==> config.mk <==
export PLATFORM = sky130hd
export DESIGN_NAME = controle_sequencia_flat
export DESIGN_NICKNAME = d
export VERILOG_FILES = /design/src/rtl/controle_sequencia_pkg.sv /design/src/rtl/controle_sequencia_if.sv /design/src/rtl/controle_sequencia_tempo.sv /design/src/rtl/controle_sequencia.sv /design/src/flat_wrapper.sv
export SDC_FILE = /design/constraint.sdc
export NUM_CORES = 1
export LEC_CHECK = 0
export ABC_AREA = 1
export ABC_CLOCK_PERIOD_IN_PS = 3630
export BUFFER_PORTS_ARGS = -buffer_cell sky130_fd_sc_hd__buf_2
export CORE_ASPECT_RATIO = 0.75
export CORE_UTILIZATION = 49
export DETAILED_ROUTE_END_ITERATION = 6
export PLACE_DENSITY = 0.68
export SYNTH_ARGS = -nofsm -noshare
export SYNTH_HDL_FRONTEND = slang
export SYNTH_SLANG_ARGS = --single-unit
==> constraint.sdc <==
create_clock -name clock -period 3.63 [get_ports clock]
set_clock_uncertainty 0.15 [all_clocks]
set_input_delay 0.1815 -clock clock [delete_from_list [all_inputs] [get_ports clock]]
set_output_delay 0.1815 -clock clock [all_outputs]
set_load 0.01 [all_outputs]
==> src/rtl/controle_sequencia_pkg.sv <==
// Shared constants, state codes and the one-hot address helper for the
// memory-game sequencing controller.
package controle_sequencia_pkg;
  localparam int NUM_POS     = 4;
  localparam int ADDR_W      = NUM_POS;
  localparam int DATA_W      = 4;
  localparam int IDX_W       = $clog2(NUM_POS);
  localparam int T_MOSTRA_DEF = 500;
  localparam int T_PAUSA_DEF  = 250;

  typedef enum logic [2:0] {
    S_INICIAL      = 3'd0,
    S_BUSCA_MOSTRA = 3'd1,
    S_MOSTRA       = 3'd2,
    S_PAUSA        = 3'd3,
    S_ESPERA       = 3'd4,
    S_BUSCA_CMP    = 3'd5,
    S_COMPARA      = 3'd6,
    S_FIM          = 3'd7
  } estado_t;

  function automatic logic [ADDR_W-1:0] onehot(input logic [IDX_W-1:0] i);
    return ADDR_W'(1) << i;
  endfunction
endpackage

==> src/rtl/controle_sequencia_if.sv <==
// ROM bus and player-move signals between the controller and its surroundings.
interface controle_sequencia_if;
  import controle_sequencia_pkg::*;
  logic [ADDR_W-1:0] mem_address;
  logic [DATA_W-1:0] mem_data;
  logic [DATA_W-1:0] jogada;
  logic              jogada_valida;

  modport master (output mem_address, input mem_data, input jogada, input jogada_valida);
  modport slave  (input mem_address, output mem_data, output jogada, output jogada_valida);
endinterface

==> src/rtl/controle_sequencia_tempo.sv <==
// Loadable down-counter shared by the show and pause intervals; holds at zero.
module contador_tempo #(
  parameter int W = 1
) (
  input  logic         clock,
  input  logic         reset,
  input  logic         carrega,
  input  logic [W-1:0] valor,
  output logic         fim
);
  logic [W-1:0] cnt;

  always_ff @(posedge clock or negedge reset)
    if (!reset)              cnt <= '0;
    else if (carrega)        cnt <= valor;
    else if (cnt != '0)      cnt <= cnt - 1'b1;

  assign fim = (cnt == '0);
endmodule

==> src/rtl/controle_sequencia.sv <==
// Memory-game sequencer: plays ROM positions 0..limite on the LEDs, then
// collects one move per position and compares it against the same ROM entry.
module controle_sequencia
  import controle_sequencia_pkg::*;
#(
  parameter int T_MOSTRA = T_MOSTRA_DEF,
  parameter int T_PAUSA  = T_PAUSA_DEF
) (
  input  logic                     clock,
  input  logic                     reset,
  input  logic                     iniciar,
  input  logic [IDX_W-1:0]         limite,
  controle_sequencia_if.master     bus,
  output logic [DATA_W-1:0]        leds,
  output logic                     aguardando,
  output logic                     acertou,
  output logic                     errou,
  output logic                     pronto,
  output logic [2:0]               estado
);
  localparam int TMAX = (T_MOSTRA > T_PAUSA) ? T_MOSTRA : T_PAUSA;
  localparam int TW   = (TMAX > 1) ? $clog2(TMAX) : 1;

  estado_t           st;
  logic [IDX_W-1:0]  idx, lim;
  logic [DATA_W-1:0] reg_jogada;
  logic              show_q;
  logic              carrega, fim;
  logic [TW-1:0]     valor;

  always_comb begin
    carrega = 1'b0;
    valor   = '0;
    case (st)
      S_BUSCA_MOSTRA: begin carrega = 1'b1; valor = TW'(T_MOSTRA - 1); end
      S_MOSTRA:       if (fim) begin carrega = 1'b1; valor = TW'(T_PAUSA - 1); end
      default: ;
    endcase
  end

  contador_tempo #(.W(TW)) u_tempo (
    .clock   (clock),
    .reset   (reset),
    .carrega (carrega),
    .valor   (valor),
    .fim     (fim)
  );

  always_ff @(posedge clock or negedge reset)
    if (!reset) begin
      st              <= S_INICIAL;
      idx             <= '0;
      lim             <= '0;
      reg_jogada      <= '0;
      bus.mem_address <= onehot('0);
      show_q          <= 1'b0;
      aguardando      <= 1'b0;
      acertou         <= 1'b0;
      errou           <= 1'b0;
      pronto          <= 1'b0;
    end else begin
      case (st)
        S_INICIAL, S_FIM:
          if (iniciar) begin
            lim             <= limite;
            idx             <= '0;
            bus.mem_address <= onehot('0);
            acertou         <= 1'b0;
            errou           <= 1'b0;
            pronto          <= 1'b0;
            st              <= S_BUSCA_MOSTRA;
          end
        S_BUSCA_MOSTRA: begin
          show_q <= 1'b1;
          st     <= S_MOSTRA;
        end
        S_MOSTRA:
          if (fim) begin
            show_q <= 1'b0;
            st     <= S_PAUSA;
          end
        S_PAUSA:
          if (fim) begin
            if (idx < lim) begin
              idx             <= idx + 1'b1;
              bus.mem_address <= onehot(idx + 1'b1);
              st              <= S_BUSCA_MOSTRA;
            end else begin
              idx             <= '0;
              bus.mem_address <= onehot('0);
              aguardando      <= 1'b1;
              st              <= S_ESPERA;
            end
          end
        S_ESPERA:
          if (bus.jogada_valida) begin
            reg_jogada <= bus.jogada;
            aguardando <= 1'b0;
            st         <= S_BUSCA_CMP;
          end
        S_BUSCA_CMP: st <= S_COMPARA;
        S_COMPARA:
          if (reg_jogada != bus.mem_data) begin
            errou  <= 1'b1;
            pronto <= 1'b1;
            st     <= S_FIM;
          end else if (idx == lim) begin
            acertou <= 1'b1;
            pronto  <= 1'b1;
            st      <= S_FIM;
          end else begin
            idx             <= idx + 1'b1;
            bus.mem_address <= onehot(idx + 1'b1);
            aguardando      <= 1'b1;
            st              <= S_ESPERA;
          end
        default: st <= S_INICIAL;
      endcase
    end

  // ROM data is already a flop output, so gating it with a flop that is high
  // exactly during MOSTRA shows each pattern for the full T_MOSTRA cycles.
  assign leds   = show_q ? bus.mem_data : '0;
  assign estado = st;
endmodule

==> src/flat_wrapper.sv <==
// flat-port wrapper written by rule: the top's interface ports become plain ports
module controle_sequencia_flat import controle_sequencia_pkg::*;
#(
  parameter int T_MOSTRA = T_MOSTRA_DEF,
  parameter int T_PAUSA  = T_PAUSA_DEF
)
  (clock, reset, iniciar, limite, leds, aguardando, acertou, errou, pronto, estado, bus_mem_address, bus_mem_data, bus_jogada, bus_jogada_valida);
  controle_sequencia_if bus_i ();
  input  logic clock;
  input  logic reset;
  input  logic iniciar;
  input  logic [IDX_W-1:0] limite;
  output logic [DATA_W-1:0] leds;
  output logic aguardando;
  output logic acertou;
  output logic errou;
  output logic pronto;
  output logic [2:0] estado;
  output wire logic [$bits(bus_i.mem_address)-1:0] bus_mem_address;
  input wire logic [$bits(bus_i.mem_data)-1:0] bus_mem_data;
  input wire logic [$bits(bus_i.jogada)-1:0] bus_jogada;
  input wire logic [$bits(bus_i.jogada_valida)-1:0] bus_jogada_valida;
  assign bus_mem_address = bus_i.mem_address;
  assign bus_i.mem_data = bus_mem_data;
  assign bus_i.jogada = bus_jogada;
  assign bus_i.jogada_valida = bus_jogada_valida;
  controle_sequencia #(.T_MOSTRA(T_MOSTRA), .T_PAUSA(T_PAUSA)) u_core (.clock(clock), .reset(reset), .iniciar(iniciar), .limite(limite), .bus(bus_i), .leds(leds), .aguardando(aguardando), .acertou(acertou), .errou(errou), .pronto(pronto), .estado(estado));
endmodule
# --- After elaboration in Yosys (flattened, before gate mapping) ---
# Index checks and enable logic that the tools add are counted.
word_totals:
  ff_bits: 29
  in_bits: 14
  output_inout_bits: 15
  word_cells: 95
op_classes:
  n_addsub: 2
  n_lt_le_gt_ge: 1
  n_eq_ne: 19
  n_shift: 1
  muxes: 43
  n_reduce_logical: 18
ops:
  columns: ["operator", "n"]
  rows:
  - ["$mux 4", 6]
  - ["$pmux 3 s7", 1]
  - ["$mux 3", 6]
  - ["$mux 9", 2]
  - ["$pmux 9 s2", 1]
  - ["$eq 3x3->1 const B", 4]
  - ["$mux 1", 12]
  - ["$mux 2", 6]
  - ["$pmux 4 s3", 1]
  - ["$ne 2x2->1 const B", 5]
  - ["$pmux 1 s2", 5]
  - ["$logic_not 9->1", 1]
  - ["$reduce_bool 9->1", 1]
  - ["$sub 9x1->9 const B", 1]
  - ["$mux 8", 1]
  - ["$ne 2x1->1 const B", 4]
  - ["$reduce_and 4->1", 2]
  - ["$eq 3x2->1 const B", 2]
  - ["$pmux 2 s3", 1]
  - ["$reduce_and 2->1", 3]
  - ["$reduce_and 3->1", 2]
  - ["$reduce_and 6->1", 1]
  - ["$reduce_bool 2->1", 3]
  - ["$reduce_bool 3->1", 2]
  - ["11 further kinds", 11]

# --- Logic depth before layout (Yosys ltp) ---
depth:
  depth_word: 5
  ltp_mapped: 11
  mapped_depth_nobuf: 11

# --- Cells and area by module ---
# A second synthesis with hierarchy kept.
unflattened:
  cells_unflattened: 278
  hier_area_um2: 1905.6
modules_own_cells:
  columns: ["module", "n_inst", "cells_each", "area_each_um2", "seq_area_each_um2"]
  rows:
  - ["controle_sequencia", 1, 188, 1297.5, 501.7]
  - ["contador_tempo", 1, 90, 608.1, 225.2]

# --- Least setup slack after synthesis ---
# OpenSTA, ideal clock, no wires.
synth_timing:
  kind: "reg-to-reg"
  from: "reg u_core.u_tempo.cnt[0]"
  to: "reg u_core.idx[1]"
  setup_ns: 0.117
  arrival_ns: 1.371
  required_time_ns: 3.363
  setup_slack_ns: 1.992
  path_stages_with_launch: 10
  path_buffers: 0
  period_less_slack_ns: 1.638
  cell_sequence: "dfrtp_1 inv_2 ha_1 nand2_1 nor2_4 nand2_2 a21oi_4 nand3_4 nand2_1 nand2_1"
synth_via:
  elab_chain_cells: 3
synth_lines:
  columns: ["element", "line", "text"]
  rows:
  - ["start, declared", "controle_sequencia_tempo.sv:11", "logic [W-1:0] cnt;"]
  - ["start signal, assigned", "controle_sequencia_tempo.sv:15", "else if (carrega) cnt <= valor;"]
  - ["start signal, assigned", "controle_sequencia_tempo.sv:16", "else if (cnt != '0) cnt <= cnt - 1'b1;"]
  - ["$logic_not 9->1", "controle_sequencia_tempo.sv:18", "assign fim = (cnt == '0);"]
  - ["$ne 2x1->1 (no source line)", null, null]
  - ["$reduce_and 5->1 (no source line)", null, null]
  - ["end signal, assigned", "controle_sequencia.sv:85", "idx <= idx + 1'b1;"]
  - ["end signal, assigned", "controle_sequencia.sv:112", "idx <= idx + 1'b1;"]
  - ["end, declared", "controle_sequencia.sv:25", "logic [IDX_W-1:0] idx, lim;"]
# No other way between the ends.
# A chain may end at the register's enable or synchronous reset.

# --- Worst setup path after layout ---
layout_timing:
  from: "reg u_core.idx[0]"
  to: "reg u_core.idx[0]"
layout_via:
  elab_chain_cells: 4
  elab_cells_between_ends: 10
  classes_between: "1 x add/sub; 1 x order compare; 2 x eq/ne; 5 x mux; 1 x reduce/logical"
layout_lines:
  columns: ["element", "line", "text"]
  rows:
  - ["$add 2x1->2 / $lt 2x2->1 (equally long branches)", "controle_sequencia.sv:85, controle_sequencia.sv:112, controle_sequencia.sv:84", null]
  - ["$mux 2 (on tied branches)", "controle_sequencia.sv:107, controle_sequencia.sv:84", null]
  - ["$mux 2 (on tied branches)", "controle_sequencia.sv:103, controle_sequencia.sv:83", null]
  - ["$pmux 2 s3", "controle_sequencia.sv:62", "case (st)"]
# Several ways; a longest one is shown, not always the timed one. The select of a mux whose other input is x is not followed.

==> impl_metrics.toml <==
[outcome]
outcome = "complete, but fails checks"
violations = "DRC"

[layout]
final_nets = 291
area_delta_synth_final_pct = 17.8
num_antenna_cells = 0
final_common_cell = "nand2_1"
drive_above_1_share = 0.236
layout_common_cells = "nand2_1, inv_1, buf_2, dfrtp_1, nor2_1"
final_cells = 311

[sta]
fin_setup_tns_ns = 0
max_freq_ghz = 0.536
setup_viol = 0
rsz0062_at_grt = "false"
setup_ws_ns = 1.76
min_period_over_period = 0.514
slew_viol_final = 0
hold_violations = 0
worst-slew-pin-transition_ns = 0.644
finalCriticalPeriod_ns = 1.87
relSlewSlack = 0.571

[logic_synthesis]
post_synth.cell_area_avg_um2 = 7.60
synth_area_leaders = "dfrtp_1, nand2_1, inv_1, nor2_1, ha_1"
synth_fa_ha_area_frac = 0.0497
synth-compound-area-share = 0.0830
ys.warnings.count = 0
synth-simple-area-share = 0.336
ys.flop_type = "dfrtp_1"
synthesis.nets = 253
ys_ff_latch = 29
synthCells = 232
synth.distinct_cells = 31
synth_top_family_by_area = "simple AND/OR/NAND/NOR gates"
synth_edf_count = 0
synth-async-reset-ratio = 1.00
synthMuxAreaShare = 0.00639
ys_seq_area_frac = 0.412
synth_xor_area_frac = 0.0199
yosys.area.top_type = "dfrtp_1"
syn_area_um2 = 1760
yosysTopAreaCellShare = 0.397

[critical_path]
worstPathArrival_ns = 1.88
cp-start-kind = "flip-flop"
crit_fanout = 11
crit_path_end_kind = "flip-flop"
critPathKind = "reg2reg"
crit_required_ns = 3.64

[cts]
clock_latency_ns = 0.28
cts_resized = 0
cts_inserted_buffers = 5
holdBufCountCts = 5
cts.clk_slew.worst_paths_ns = 0.07
cts_tree = "done"
cts_sinks = 29
cts_setup_buffers = 0
cts-htree-levels = 2
root_buffer = "clkbuf_8"
cts.path.max_buffers = 2

[global_route]
grt_pass1_vias = 1236
grtUsageTotal = 0.210
antenna_found_initial = 0
overflow = 0
grt_pass1_wl_um = 5880
grt_max_degree = 30

[pwr]
intPower_uw = 889
p_switching_uw = 748
power.share.clock = 0.155
power.share.sequential = 0.348
leakagePower_nw = 1.14
swShare = 0.457
p_comb_frac = 0.497
finalPower_mw = 1.64
peakVddDrop_v = 0.000375
powerDensity_nw_per_um2 = 788

[drt]
num_vias = 1470
drt_iter0_markers = 111
wl_per_cell_um = 11.0
ant_nets = 0
firstDrtPassIters = 6
drt_wl_total_um = 3440
drc_errors = 3
vias_per_cell = 4.73

[hold_path]
hold_class = "in2reg"

[place]
place_inst = 298
portBuffers = 28
hpwl_um = 2610
place_congestion = 0.876
dp_slack_ns = 1.77

[floorplanning]
core_um2 = 3360
ioPinCount = 29
fp.dieArea_um2 = 3840
fp.dieW_um = 71.3
row_count = 18
die-height_um = 53.9
start_util = 0.525

[flow_run]
cap_viol_max_count = 0
[power groups by stage]
stage	Combinational, mW	Clock, mW	Sequential (mW)
floorplan	0.617	0	0.564
global placement	0.802	0	0.570
detailed placement	0.811	0	0.573
CTS	0.820	0.262	0.570
global route	0.941	0.282	0.588
finish	0.814	0.253	0.570
[kinds of logic (layout without fill, tap and decap cells)]
| family | count (synthesis) | after routing |
|---|---|---|
| AOI/OAI and AO/OA | 23 | 23 |
| xor gates and xnor gates | 4 | 4 |
| adders and majority gates | 7 | 7 |
| buffers and inverters | 42 | 81 |
| DFF | 29 | 29 |
| muxes | 1 | 1 |
| and+or+nand+nor | 126 | 126 |
[cells in the mapped netlist (2+ instances only)]
cell and instances:
a21oi_1 7, dfrtp_1 28, ha_1 7, inv_1 31, inv_2 9, nand2_1 63, nand2_2 5, nand3_1 10
nand3_2 4, nand4_1 7, nor2_1 25, nor2_2 3, nor2_4 2, nor3_1 3, o21a_1 2, o21ai_0 3
o21ai_1 7, xor2_1 3
[critical path: stages (launching register included)]
cell and delay (ns):
dfrtp_1 0.43, inv_1 0.11, ha_1 0.27, nand2_1 0.08
nand3_1 0.08, nand2_1 0.33, nand3_4 0.16, nand2_1 0.09
nand2_1 0.05
[routing by layer]
layer,up-vias,GRT usage,wire length [um]
met5,-,0,0
met4,0,0.0700,42
met3,5,0.0562,158
met2,35,0.275,1270
met1,631,0.325,1960
li1,799,-,-
[per-stage QoR]
step,hold slack [ns],utilization,area [um^2]
after global placement,0.0925,0.578,1940
after floorplan,-0.264,-,1760
after detailed placement,0.0980,0.578,1940
final,0.0173,0.619,2080
after CTS,0.00737,0.619,2080
after global routing,0.0129,0.619,2080
[worst paths after layout]
| kind | startpoint | slack, ns | end | cells after the start |
|---|---|---|---|---|
| hold reg to reg | u_core.bus.mem_address[0] | 0.31 | u_core.bus.mem_address[0] | 2 |
| setup reg to reg | u_core.idx[0] | 1.76 | u_core.idx[0] | 8 |
| hold / removal | bus_jogada[2] | 0.02 | u_core.reg_jogada[2] | 3 |
| min in group asynchronous | reset | 0.30 | u_core.reg_jogada[0] | 2 |
| max in group asynchronous | reset | 2.60 | u_core.aguardando | 2 |
| setup / recovery | u_core.idx[0] | 1.76 | u_core.idx[0] | 8 |
[state kept, by name, summed over array words and instances, names as in the netlist]
| register | flops |
|---|---|
| u_core.lim | 2 |
| u_core.estado | 3 |
| u_core.acertou | 1 |
| u_core.reg_jogada | 4 |
| u_core.errou | 1 |
| u_core.pronto | 1 |
| u_core.bus.mem_address | 4 |
| u_core.u_tempo.cnt | 9 |
| u_core.idx | 2 |
| u_core.aguardando | 1 |
| u_core.show_q | 1 |
[area by class of cell]
cell class / instances / area [um^2]
clock buffer: 5 / 68.8
clock inverter: 3 / 17.5
fill: 316 / 1280
inverter: 40 / 150
multi-input combinational: 161 / 873
sequential: 29 / 727
tap: 40 / 50.0
timing repair buffer: 33 / 190
No activity file was read; power rests on OpenSTA's default activity.
